### src/rtl/mmio_bus_ctrl.sv
// Memory-mapped IO bus controller: decodes CPU accesses into N_CH channels with a req/ack handshake.
// Optional ack timeout enabled by defining MMIO_TIMEOUT_EN.
module mmio_bus_ctrl #(
    parameter int unsigned DATA_W    = 32,
    parameter logic [31:0] BASE_ADDR = 32'hFFFF_FC00,
    parameter int unsigned SPAN_LOG2 = 4,
    parameter int unsigned N_CH      = 4,
    parameter int unsigned TIMEOUT   = 255
) (
    input  logic                   clk,
    input  logic                   rst,
    input  logic                   cpu_req_i,
    input  logic                   cpu_we_i,
    input  logic [31:0]            cpu_addr_i,
    input  logic [DATA_W-1:0]      cpu_wdata_i,
    output logic [DATA_W-1:0]      cpu_rdata_o,
    output logic                   cpu_ready_o,
    output logic                   cpu_err_o,
    output logic                   is_io_o,
    output logic                   stall_o,
    output logic [N_CH-1:0]        ch_req_o,
    output logic                   ch_we_o,
    output logic [SPAN_LOG2-1:0]   ch_offset_o,
    output logic [DATA_W-1:0]      ch_wdata_o,
    input  logic [N_CH*DATA_W-1:0] ch_rdata_i,
    input  logic [N_CH-1:0]        ch_ack_i
);

    localparam int unsigned IDX_W     = (N_CH > 1) ? $clog2(N_CH) : 1;
    localparam logic [31:0] WIN_BYTES = 32'(N_CH) << SPAN_LOG2;

    typedef enum logic [1:0] {StIdle, StReq, StDone} state_e;

    state_e                state_q, state_d;
    logic [IDX_W-1:0]      idx_q, idx_d;
    logic                  we_q, we_d;
    logic [SPAN_LOG2-1:0]  off_q, off_d;
    logic [DATA_W-1:0]     wdata_q, wdata_d;
    logic [DATA_W-1:0]     rdata_q, rdata_d;

    logic [31:0]           addr_off;
    logic [IDX_W-1:0]      idx_dec;
    logic                  ack_sel;
    logic [DATA_W-1:0]     rdata_sel;

    // Offset from the window base; comparing it against the window size avoids end-address overflow.
    assign addr_off  = cpu_addr_i - BASE_ADDR;
    assign is_io_o   = (cpu_addr_i >= BASE_ADDR) && (addr_off < WIN_BYTES);
    assign idx_dec   = IDX_W'(addr_off >> SPAN_LOG2);
    assign ack_sel   = ch_ack_i[idx_q];
    assign rdata_sel = ch_rdata_i[32'(idx_q) * DATA_W +: DATA_W];

`ifdef MMIO_TIMEOUT_EN
    localparam int unsigned CNT_W = ($clog2(TIMEOUT + 1) > 8) ? $clog2(TIMEOUT + 1) : 8;

    logic [CNT_W-1:0] cnt_q, cnt_d;
    logic             err_q, err_d;
`else
    logic unused_timeout;
    assign unused_timeout = ^32'(TIMEOUT);
`endif

    always_ff @(posedge clk or posedge rst) begin
        if (rst) begin
            state_q <= StIdle;
            idx_q   <= '0;
            we_q    <= 1'b0;
            off_q   <= '0;
            wdata_q <= '0;
            rdata_q <= '0;
`ifdef MMIO_TIMEOUT_EN
            cnt_q   <= '0;
            err_q   <= 1'b0;
`endif
        end else begin
            state_q <= state_d;
            idx_q   <= idx_d;
            we_q    <= we_d;
            off_q   <= off_d;
            wdata_q <= wdata_d;
            rdata_q <= rdata_d;
`ifdef MMIO_TIMEOUT_EN
            cnt_q   <= cnt_d;
            err_q   <= err_d;
`endif
        end
    end

    always_comb begin
        state_d = state_q;
        idx_d   = idx_q;
        we_d    = we_q;
        off_d   = off_q;
        wdata_d = wdata_q;
        rdata_d = rdata_q;
`ifdef MMIO_TIMEOUT_EN
        cnt_d   = cnt_q;
        err_d   = err_q;
`endif
        unique case (state_q)
            StIdle: begin
                if (cpu_req_i && is_io_o) begin
                    state_d = StReq;
                    idx_d   = idx_dec;
                    we_d    = cpu_we_i;
                    off_d   = cpu_addr_i[SPAN_LOG2-1:0];
                    wdata_d = cpu_wdata_i;
`ifdef MMIO_TIMEOUT_EN
                    cnt_d   = '0;
                    err_d   = 1'b0;
`endif
                end
            end
            StReq: begin
                // An ack in the final timeout cycle still completes normally.
                if (ack_sel) begin
                    state_d = StDone;
                    rdata_d = we_q ? '0 : rdata_sel;
`ifdef MMIO_TIMEOUT_EN
                    err_d   = 1'b0;
                end else if (cnt_q == CNT_W'(TIMEOUT)) begin
                    state_d = StDone;
                    rdata_d = '1;
                    err_d   = 1'b1;
                end else begin
                    cnt_d   = cnt_q + 1'b1;
`endif
                end
            end
            StDone:  state_d = StIdle;
            default: state_d = StIdle;
        endcase
    end

    assign ch_req_o    = (state_q == StReq) ? (N_CH'(1) << idx_q) : '0;
    assign cpu_ready_o = (state_q == StDone);
    assign stall_o     = cpu_req_i && is_io_o && (state_q != StDone);
    assign ch_we_o     = we_q;
    assign ch_offset_o = off_q;
    assign ch_wdata_o  = wdata_q;
    assign cpu_rdata_o = rdata_q;
`ifdef MMIO_TIMEOUT_EN
    assign cpu_err_o   = cpu_ready_o && err_q;
`else
    assign cpu_err_o   = 1'b0;
`endif

endmodule

### config.mk
export PLATFORM = sky130hd
export DESIGN_NAME = mmio_bus_ctrl
export DESIGN_NICKNAME = d
export VERILOG_FILES = /design/src/rtl/mmio_bus_ctrl.sv
export SDC_FILE = /design/constraint.sdc
export NUM_CORES = 1
export LEC_CHECK = 0
export ABC_AREA = 1
export CORE_MARGIN = 4
export CORE_UTILIZATION = 37
export DETAILED_ROUTE_END_ITERATION = 6
export PLACE_DENSITY = 0.92
export SYNTH_ARGS = -nofsm -noshare
export SYNTH_HDL_FRONTEND = slang
export SYNTH_SLANG_ARGS = --single-unit
### constraint.sdc
create_clock -name clk -period 2.95 [get_ports clk]
set_clock_uncertainty 0.05 [all_clocks]
set_input_delay 0.4425 -clock clk [delete_from_list [all_inputs] [get_ports clk]]
set_output_delay 0.4425 -clock clk [all_outputs]
set_load 0.01 [all_outputs]
==> results.md <==
* Syn Inst Count at 576
* Synth Area in Adders at 0
* Critical Path, Cell by Cell: clkdlybuf4s50_1, nand2_1, inv_1, nand2_1, nor2_1, nand3_1, nor2_2, nand2_1, nor2_1, clkdlybuf4s50_1
* Worst-case clock buffer depth at 2
* Max-slew headroom at 0.5692
* First-pass GRT wire length at 25.17 mm
* Die height at 115.2 um
* Min-Delay Path Class: reg -> reg
* # port buffers at 275
* Largest family of logic cells by synthesized area: simple AND/OR/NAND/NOR gates
* Seq cells post-synth at 73
* Synth cell count leaders: nand2_1, nand3_1, dfrtp_1
* Post-synthesis xor/xnor area fraction at 0
* Post-detailed-route wirelength per cell at 17.10 um
* Critical path class: in -> out
* CTS Hold Buffers Added at 0
* Fin crit share at 0.9381
* Post-CTS sizing at 0
* Initial Util at 0.3857
* Yosys Warn Count at 0
* Internal power at 1.912 mW
* Worst Setup End Kind: output pin
* RSZ-0062 raised after global routing: false
* Largest net degree at the start of global routing at 65
* Drt first pass iters at 5
* CP Max Fanout at 2
* Placer Congestion at 0.8085
* Hold slack at 418.2 ps
* WP buf/inv at 3
* Initial antenna violation count at 0
* Crit path from: cpu_addr_i[16]
* Area leader, netlist: dfrtp_1
* Residual DRC at 0
* Setup Fix Bufs, Post-CTS at 0
* Overflow after GRT at 0
* Antenna Nets Post-Route at 0
* Vias in the first global route at 4,962
* Max Cap Viol at 0
* Final Max Tran Viols at 0
* WP data arrival at 2270 ps
* CP Launch Type: input pin
* Nets@finish at 1,017
* Power share of the combinational group at 0.143
* Fmax at 361.3 MHz
* Routed vias at 5,104
* CP Data Required Time at 2460 ps
* Seq/Total Area, Yosys at 0.4294
* Final instance area at 7305 um2
* Pwr/cell area at 332.0 nW/um2
* CTS H-Tree Depth at 3
* ANT cells at 0
* Number of flops mapped to enable cells by yosys at 0
* Leakage at 3.187 nW
* Fraction of layout cells with a size suffix above 1 at 0.04866
* R2R Setup Slk at 820 ps
* Synth Cell Area at 4254 um2
* Overall Global Routing Usage at 0.2384
* Switching Fraction at 0.2115
* Setup TNS at 0 ps
* Cts bufs inserted at 9
* Post-DP HPWL at 12.33 mm
* Area Overhead vs Synth at 71.71%
* Primary FF master, synth: dfrtp_1
* Mux cell area share after synthesis at 0
* Count of final setup violators at 0
* CP peak stage delay at 540 ps
* Synth Area in Simple Gates at 0.4174
* Hold path start: ch_offset_o[0]
* Die Width at 115.2 um
* R2R Path Start: idx_q[1]
* CP dominant cell by count: nand2_1
* Die ar. at 13,280 um2
* Post-synth net total at 776
* Final wirelength at 16.45 mm
* Compound-cell area share of the yosys netlist at 0.06588
* Peak VDD IR at 0.2748 mV
* P_sw at 513.0 uW
* Initial DRC Count at 287
* DR vias/cell at 5.306
* Clock power share at 0.444
* Root buffer cell: clkbuf_16
* Largest cells by area after synthesis: dfrtp_1, nand2_1, nand3_1
* Status: finished, final reports clean
* Worst-margin pin slew at 646.3 ps
* IO Count at 277
* TritonCTS clock tree: done
* Post-synth ARST share at 1.000
* Clock sinks at 73
* Count leader, synth: nand2_1
* Seq pwr share at 0.413
* Crit path max-delay family: buffers and inverters
* Register clock-pin slew on the reported worst setup and hold paths at 60 ps
* Critical path's slowest cell: clkdlybuf4s50_1
* Mapped Avg Cell Area at 7.386 um2
* Core Rows at 38
* Fin crit period at 2767 ps
* Distinct cells, synth at 18
* Placed cell areas at 7007 um2
* Core area at 11,030 um2
* Worst-Skew Late Latency at 320 ps
* Synth top area share at 0.4294
* Fin. Hold Viols at 0
==> stage by stage <==
step / cells / power [mW] / util / setup WS, ps
finish: 962 / 2.425 / 0.6622 / 182.6
CTS: 962 / 2.457 / 0.6622 / 178.6
global route: 962 / 2.535 / 0.6622 / 77.42
global placement: 946 / 1.363 / 0.6352 / 208.1
detailed placement: 946 / 1.367 / 0.6352 / 182.6
floorplan: 576 / 1.082 / - / 604.2
==> flip-flops by register name (all words and copies together) (netlist names) <==
| signal | count |
|---|---|
| ch_wdata_o | 32 |
| cpu_rdata_o | 32 |
| idx_q | 2 |
| state_q | 2 |
| ch_we_o | 1 |
| ch_offset_o | 4 |
==> cell usage in the layout (no fill, tap or decap), types with 2 or more instances in the layout <==
cell | synthesis | layout
nor2_2 | 3 | 3
inv_1 | 16 | 15
nor2_4 | 1 | 2
dfrtp_2 | 0 | 2
clkinvlp_4 | 0 | 4
dfrtp_1 | 73 | 71
inv_2 | 3 | 3
nor3_1 | 2 | 2
buf_4 | 5 | 12
nand4_1 | 41 | 41
clkbuf_16 | 0 | 9
nand2_1 | 195 | 195
nand3_1 | 134 | 134
a41oi_1 | 32 | 32
clkdlybuf4s50_1 | 0 | 275
nor2_1 | 16 | 15
==> per-layer routing <==
| layer | share of wire | vias to the layer above | track usage |
|---|---|---|---|
| li1 | - | 2462 | - |
| met1 | 0.38 | 2367 | 0.2759 |
| met2 | 0.48 | 245 | 0.4059 |
| met3 | 0.11 | 30 | 0.08789 |
| met4 | 0.027 | 0 | 0.08372 |
| met5 | 0 | - | 0 |
==> path summary, 6_finish.rpt <==
kind | depth (start not counted) | end
max in group asynchronous | 3 | idx_q[0]
min | 2 | ch_offset_o[0]
max | 10 | stall_o
min in group asynchronous | 2 | ch_wdata_o[6]
min reg2reg | 2 | ch_offset_o[0]
max reg2reg | 8 | cpu_rdata_o[7]
==> power groups by stage <==
stage | Clock, mW | Combinational [mW] | Sequential, mW
floorplan | 0 | 0.0622 | 1.02
global placement | 0 | 0.343 | 1.02
detailed placement | 0 | 0.347 | 1.02
CTS | 1.11 | 0.348 | 1.00
global route | 1.16 | 0.370 | 1.00
finish | 1.08 | 0.346 | 1.00
==> cells by family after synthesis <==
kind of cell	count (synthesis)
and+or+nand+nor	393
buffers and inverters	77
DFF	73
AOI/OAI and AO/OA	32
other	1
==> cell type report <==
type / count / area (um2)
inverters: 19 / 72.57
repair buffers: 288 / 2863
clock buffers: 10 / 229.0
well taps: 140 / 175.2
flip-flops and latches: 73 / 1829
clock inverters: 6 / 68.82
multi-input cells: 426 / 2067
fillers: 940 / 3726
==> worst min-delay path: cells and delay by family, from the launching register on <==
kind	cells	cell delay, ps
flip-flops	1	340
AND/OR/NAND/NOR	2	90
(Power assumes the default switching activity.)
